===== src/rtl/riscv_isa_pkg.sv =====
// rtl/riscv_isa_pkg.sv - shared rename-side constants, physical tag type and free-list states
package riscv_isa;

   // Physical register file size; tag 0 is the hardwired x0 mapping
   localparam int O_COUNT = 128;
   localparam int PHYS_TW = $clog2(O_COUNT);

   typedef logic [PHYS_TW-1:0] phys_tag_t;

   // Free-list controller states: INIT rewrites the list, RUN serves rename/commit
   typedef enum logic {
      FL_INIT = 1'b0,
      FL_RUN  = 1'b1
   } fl_state_t;

endpackage


===== src/rtl/free_list.sv =====
// rtl/free_list.sv - physical register free list (circular FIFO); optional FREE_LIST_DOUBLE_FREE_CHECK_EN
module free_list #(
   parameter int  O_COUNT = riscv_isa::O_COUNT,
   localparam int TW      = $clog2(O_COUNT)
) (
   input  logic          clk,
   input  logic          reset,
   input  logic          flush,
   output logic          alloc_valid,
   input  logic          alloc_ready,
   output logic [TW-1:0] alloc_tag,
   input  logic          free_valid,
   input  logic [TW-1:0] free_tag,
   output logic          init_done,
   output logic [TW:0]   count
`ifdef FREE_LIST_DOUBLE_FREE_CHECK_EN
   ,
   output logic          double_free_err
`endif
);
   import riscv_isa::*;

   // Tag 0 never lives in the list, so the FIFO holds O_COUNT-1 entries
   localparam logic [TW:0]   FULL     = (TW+1)'(O_COUNT - 1);
   localparam logic [TW-1:0] LAST_IDX = TW'(O_COUNT - 2);

   logic [TW-1:0] fifo [O_COUNT-1];
   fl_state_t     state_q, state_d;
   logic [TW-1:0] head_q, head_d;
   logic [TW-1:0] tail_q, tail_d;
   logic [TW:0]   count_q, count_d;
   logic          pop, push, free_req, dup;
   logic [TW-1:0] init_idx, init_tag;

   function automatic logic [TW-1:0] next_ptr(input logic [TW-1:0] p);
      return (p == LAST_IDX) ? '0 : p + 1'b1;
   endfunction

   // During INIT the running count doubles as the write index
   assign init_idx  = count_q[TW-1:0];
   assign init_tag  = init_idx + 1'b1;
   assign alloc_tag = fifo[head_q];
   assign count     = count_q;
   assign init_done = (state_q == FL_RUN);

`ifdef FREE_LIST_DOUBLE_FREE_CHECK_EN
   logic [O_COUNT-1:0] in_list;
   assign dup = in_list[free_tag];
`else
   assign dup = 1'b0;
`endif

   // Next-state, pointer and count logic; flush overrides any pop or push
   always_comb begin
      state_d     = state_q;
      head_d      = head_q;
      tail_d      = tail_q;
      count_d     = count_q;
      alloc_valid = (state_q == FL_RUN) && (count_q != '0);
      free_req    = (state_q == FL_RUN) && free_valid && (free_tag != '0);
      pop         = alloc_valid && alloc_ready;
      // A push into a full list only fits when a pop frees a slot the same cycle
      push        = free_req && !dup && ((count_q != FULL) || pop);
      if (flush) begin
         state_d = FL_INIT;
         head_d  = '0;
         tail_d  = '0;
         count_d = '0;
      end else if (state_q == FL_INIT) begin
         count_d = count_q + 1'b1;
         if (init_idx == LAST_IDX) begin
            state_d = FL_RUN;
         end
      end else begin
         if (pop) begin
            head_d = next_ptr(head_q);
         end
         if (push) begin
            tail_d = next_ptr(tail_q);
         end
         if (pop && !push) begin
            count_d = count_q - 1'b1;
         end else if (push && !pop) begin
            count_d = count_q + 1'b1;
         end
      end
   end

   // Control state register with asynchronous active-low reset
   always_ff @(posedge clk or negedge reset) begin
      if (!reset) begin
         state_q <= FL_INIT;
         head_q  <= '0;
         tail_q  <= '0;
         count_q <= '0;
      end else begin
         state_q <= state_d;
         head_q  <= head_d;
         tail_q  <= tail_d;
         count_q <= count_d;
      end
   end

   // Tag storage is never reset; INIT rewrites every entry with its tag k+1
   always_ff @(posedge clk) begin
      if (!flush) begin
         if (state_q == FL_INIT) begin
            fifo[init_idx] <= init_tag;
         end else if (push) begin
            fifo[tail_q] <= free_tag;
         end
      end
   end

`ifdef FREE_LIST_DOUBLE_FREE_CHECK_EN
   // Membership tracking and sticky double-free flag
   always_ff @(posedge clk or negedge reset) begin
      if (!reset) begin
         in_list         <= '0;
         double_free_err <= 1'b0;
      end else if (flush) begin
         in_list         <= '0;
         double_free_err <= 1'b0;
      end else if (state_q == FL_INIT) begin
         in_list[init_tag] <= 1'b1;
      end else begin
         if (pop) begin
            in_list[alloc_tag] <= 1'b0;
         end
         if (push) begin
            in_list[free_tag] <= 1'b1;
         end
         if (free_req && dup) begin
            double_free_err <= 1'b1;
         end
      end
   end
`endif

endmodule


===== config.mk =====
export PLATFORM = sky130hd
export DESIGN_NAME = free_list
export DESIGN_NICKNAME = d
export VERILOG_FILES = /design/src/rtl/riscv_isa_pkg.sv /design/src/rtl/free_list.sv
export SDC_FILE = /design/constraint.sdc
export NUM_CORES = 1
export LEC_CHECK = 0
export CORE_MARGIN = 2
export CORE_UTILIZATION = 27
export CTS_CLUSTER_DIAMETER = 40
export DETAILED_ROUTE_END_ITERATION = 8
export PLACE_DENSITY = 0.43
export SYNTH_ARGS = -nofsm -noshare
export SYNTH_HDL_FRONTEND = slang
export SYNTH_SLANG_ARGS = --single-unit
export TNS_END_PERCENT = 100

===== constraint.sdc =====
create_clock -name clk -period 8.8 [get_ports clk]
set_clock_uncertainty 0.2 [all_clocks]
set_input_delay 2.64 -clock clk [delete_from_list [all_inputs] [get_ports clk]]
set_output_delay 2.64 -clock clk [all_outputs]
set_load 0.02 [all_outputs]

==> metrics.cfg <==
[run_status]
status = complete, no violations

[clock_tree]
cts_sinks = 912
cts_tree = built
postCtsSetupBuffers = 0
clk_pin_slew_ns = 0.05
cts_root_buf = clkbuf_16
cts_resized = 0
cts_buffers = 136
ctsHoldBuffers = 0
cts-htree-levels = 4
clk_path_buf_depth = 3
insertion_delay_ns = 0.73

[yosys]
synth_seq_area_share_pct = 73.6
synth_top_area_share_pct = 72.1
yosys.area_share.simple_pct = 4.42
ys_top_cells_by_area = edfxtp_1 72%, mux4_2 9.9%, mux2i_1 4.1%
ys_ff_latch = 912
synth_compound_area_share_pct = 5.26
synthCells = 2028
synthFlopType = edfxtp_1
async_flop_share_pct = 2.52
syn_nets = 2048
avgSynthCellArea_sq_um = 18.3
synthAdderAreaFrac_pct = 0.270
synthXorXnorAreaFrac_pct = 0.189
yosysWarnings = 0
synth_top_family_by_area = multiplexers
synthMuxAreaShare_pct = 14.4
synth_cell_types = 77
syn-cell-area_sq_mm = 0.0370
yosys.area.top_type = edfxtp_1
synth-edff-count = 889

[timing]
relSlewSlack_pct = 9.88
finalCritPeriodShare_pct = 93.4
rsz0062_at_grt = no
hold_violations = 0
fmax_ghz = 0.122
worstMarginPinSlew_ns = 1.34
finalSetupViolCount = 0
fin_crit_ns = 8.22
maxSlewViolCount = 0

[flow_run]
cap_violations = 0

[floorplanning]
io_pins = 29
rows = 135
dieArea_sq_mm = 0.140
coreArea_sq_mm = 0.136
start_util_pct = 27.3
die_y_microns = 374
die_w_microns = 374

[global_routing]
grt_max_degree = 128
grt_usage_pct = 15.2
antenna_found_initial = 3
grt_pass1_wl_microns = 154000
gr-total-overflow = 0
grt_pass1_vias = 20358

[routing]
routedWlPerCell_microns = 26.6
drt_wl_total_microns = 107000
via_count = 19874
first_iter_violations = 1864
first_pass_iters = 5
remaining_drc_errors = 0
vias_per_cell = 4.94
antenna_left = 0

[placement]
place_inst = 3772
hpwlAfterDp_microns = 68000
dpl-instance-area_sq_mm = 0.0396
finalWeightedCongestion = 0.819
numPortBuffers = 28

[setup_path]
crit_arrival_ns = 5.38
worstRegToRegCells = 8
cp_top_family = compound AO/OA/AOI/OAI gates
critPathLaunchType = flip-flop
cp_max_fo = 25
worst-path-buf-inv = 2
worstPathCellList = buf_4 > nor2b_2 > and2_1 > a211oi_1 > a311oi_1 > a311oi_1 > a211oi_1 > clkdlybuf4s50_1
critPathMaxStageDelay_ns = 1.14
end_kind = output port
critical_path_class = reg2out
crit_path_top_delay_cell = a211oi_1
crit_cells = 8
required_ns = 5.96

[pwr]
power_mw = 11.1
leakage_nw = 13.3
irDropWorstVdd_mv = 0.189
cellPowerDensity_mw_per_mm2 = 252

[min_path]
holdPathStages = 1
min_path_type = reg2reg

[layout]
finalNonFillerCells = 4022
fin_nets = 2149
finalInstanceArea_sq_mm = 0.0442
areaGrowthSynthToFinish_pct = 19.2
fillers = 13073
drive_above_1_share_pct = 21.8

-- cell usage after synthesis, drive strengths merged, types with 10 or more instances --
cell,n
a211oi,14
nand3,13
a22oi,28
nor2,182
a221oi,11
clkbuf,43
nor2b,10
mux2,10
nand2,97
nand2b,11
o22ai,17
a31oi,24
o211ai,10
a21oi,39
o221ai,21
mux2i,153
o21ai,42
buf,75
edfxtp,889
dfrtp,23
mux4,163
nor3,19
inv,13
-- metrics by stage --
stage | worst slack [ns] | util (%) | hold WS, ns | TNS (ns)
final | 0.582 | 32.5 | 0.419 | 0
after global routing | 0.523 | 32.5 | 0.442 | 0
after CTS | 0.595 | 32.5 | 0.418 | 0
after detailed placement | 1.39 | 29.2 | 0.405 | 0
after global placement | 1.44 | 29.2 | 0.378 | 0
after floorplan | -1.74 | - | 0.325 | -1078.79
-- power breakdown --
part	total, mW	internal [mW]	switching (mW)
registers	5.08	5.04	0.0367
clock network	5.40	3.38	2.01
logic	0.659	0.127	0.532
-- state kept, by name, summed over array words and instances, names as in the netlist --
signal,cells
fifo,889
count,8
head_q,7
tail_q,7
init_done,1
-- kinds of logic after synthesis --
logic type                 after synthesis
AOI/OAI and AO/OA                      269
xor gates and xnor gates                 8
adders and majority gates                8
buffers and inverters                  132
DFF                                    912
muxes                                  326
and+or+nand+nor                        373
-- metal layers --
layer,GRT usage (%),share of wire [%],vias up
li1,-,-,8509
met1,21.2,46,10714
met2,24.1,47,504
met3,2.98,4.9,147
met4,4.25,2.1,0
met5,0,0,-
-- worst reg2reg max path: stages, from the launching register on --
cell	delay, ns
dfrtp_1	0.72
inv_1	0.25
ha_1	0.34
a311oi_4	0.49
o211a_2	0.49
buf_4	0.45
nor2_1	0.10
a31oi_1	0.91
nor2_1	0.53
-- final timing paths --
check / startpoint / slack, ns / endpoint
worst max register to register: count[0] / 3.93 / fifo[125][6]
max in group asynchronous: reset / 5.93 / head_q[0]
worst min-delay path: count[7] / 0.42 / count[7]
worst max-delay path: head_q[3] / 0.58 / alloc_tag[0]
min in group asynchronous: reset / 2.11 / count[6]
worst min register to register: count[7] / 0.42 / count[7]
-- area by class of cell --
class                           count  area [sq um]  share of cell area (%)
Clock buffer                      150          3520                    7.97
Tap cell                         1781          2230                    5.05
Antenna cell                        3          7.51                  0.0170
Timing Repair Buffer               81           803                    1.82
Sequential cell                   912         27300                    61.8
Multi-Input combinational cell    984          9220                    20.9
Inverter                           14          52.6                   0.119
Clock inverter                     97          1040                    2.35
-- cell usage in the layout (no fill, tap or decap), types with 17 or more instances in the layout --
| cell | netlist | final |
|---|---|---|
| buf_4 | 27 | 43 |
| dfrtp_1 | 23 | 18 |
| nand2_1 | 92 | 91 |
| nor3_1 | 19 | 19 |
| clkbuf_16 | 0 | 139 |
| o22ai_1 | 17 | 17 |
| nor2_1 | 181 | 181 |
| clkinv_1 | 1 | 20 |
| a21oi_1 | 39 | 38 |
| inv_6 | 0 | 18 |
| o221ai_1 | 21 | 21 |
| edfxtp_1 | 889 | 889 |
| mux2i_1 | 151 | 151 |
| a31oi_1 | 23 | 20 |
| clkinv_2 | 0 | 19 |
| mux4_2 | 163 | 163 |
| a22oi_1 | 27 | 27 |
| clkdlybuf4s50_1 | 0 | 28 |
| o21ai_0 | 42 | 37 |
Power figures use the tool's default switching activity.
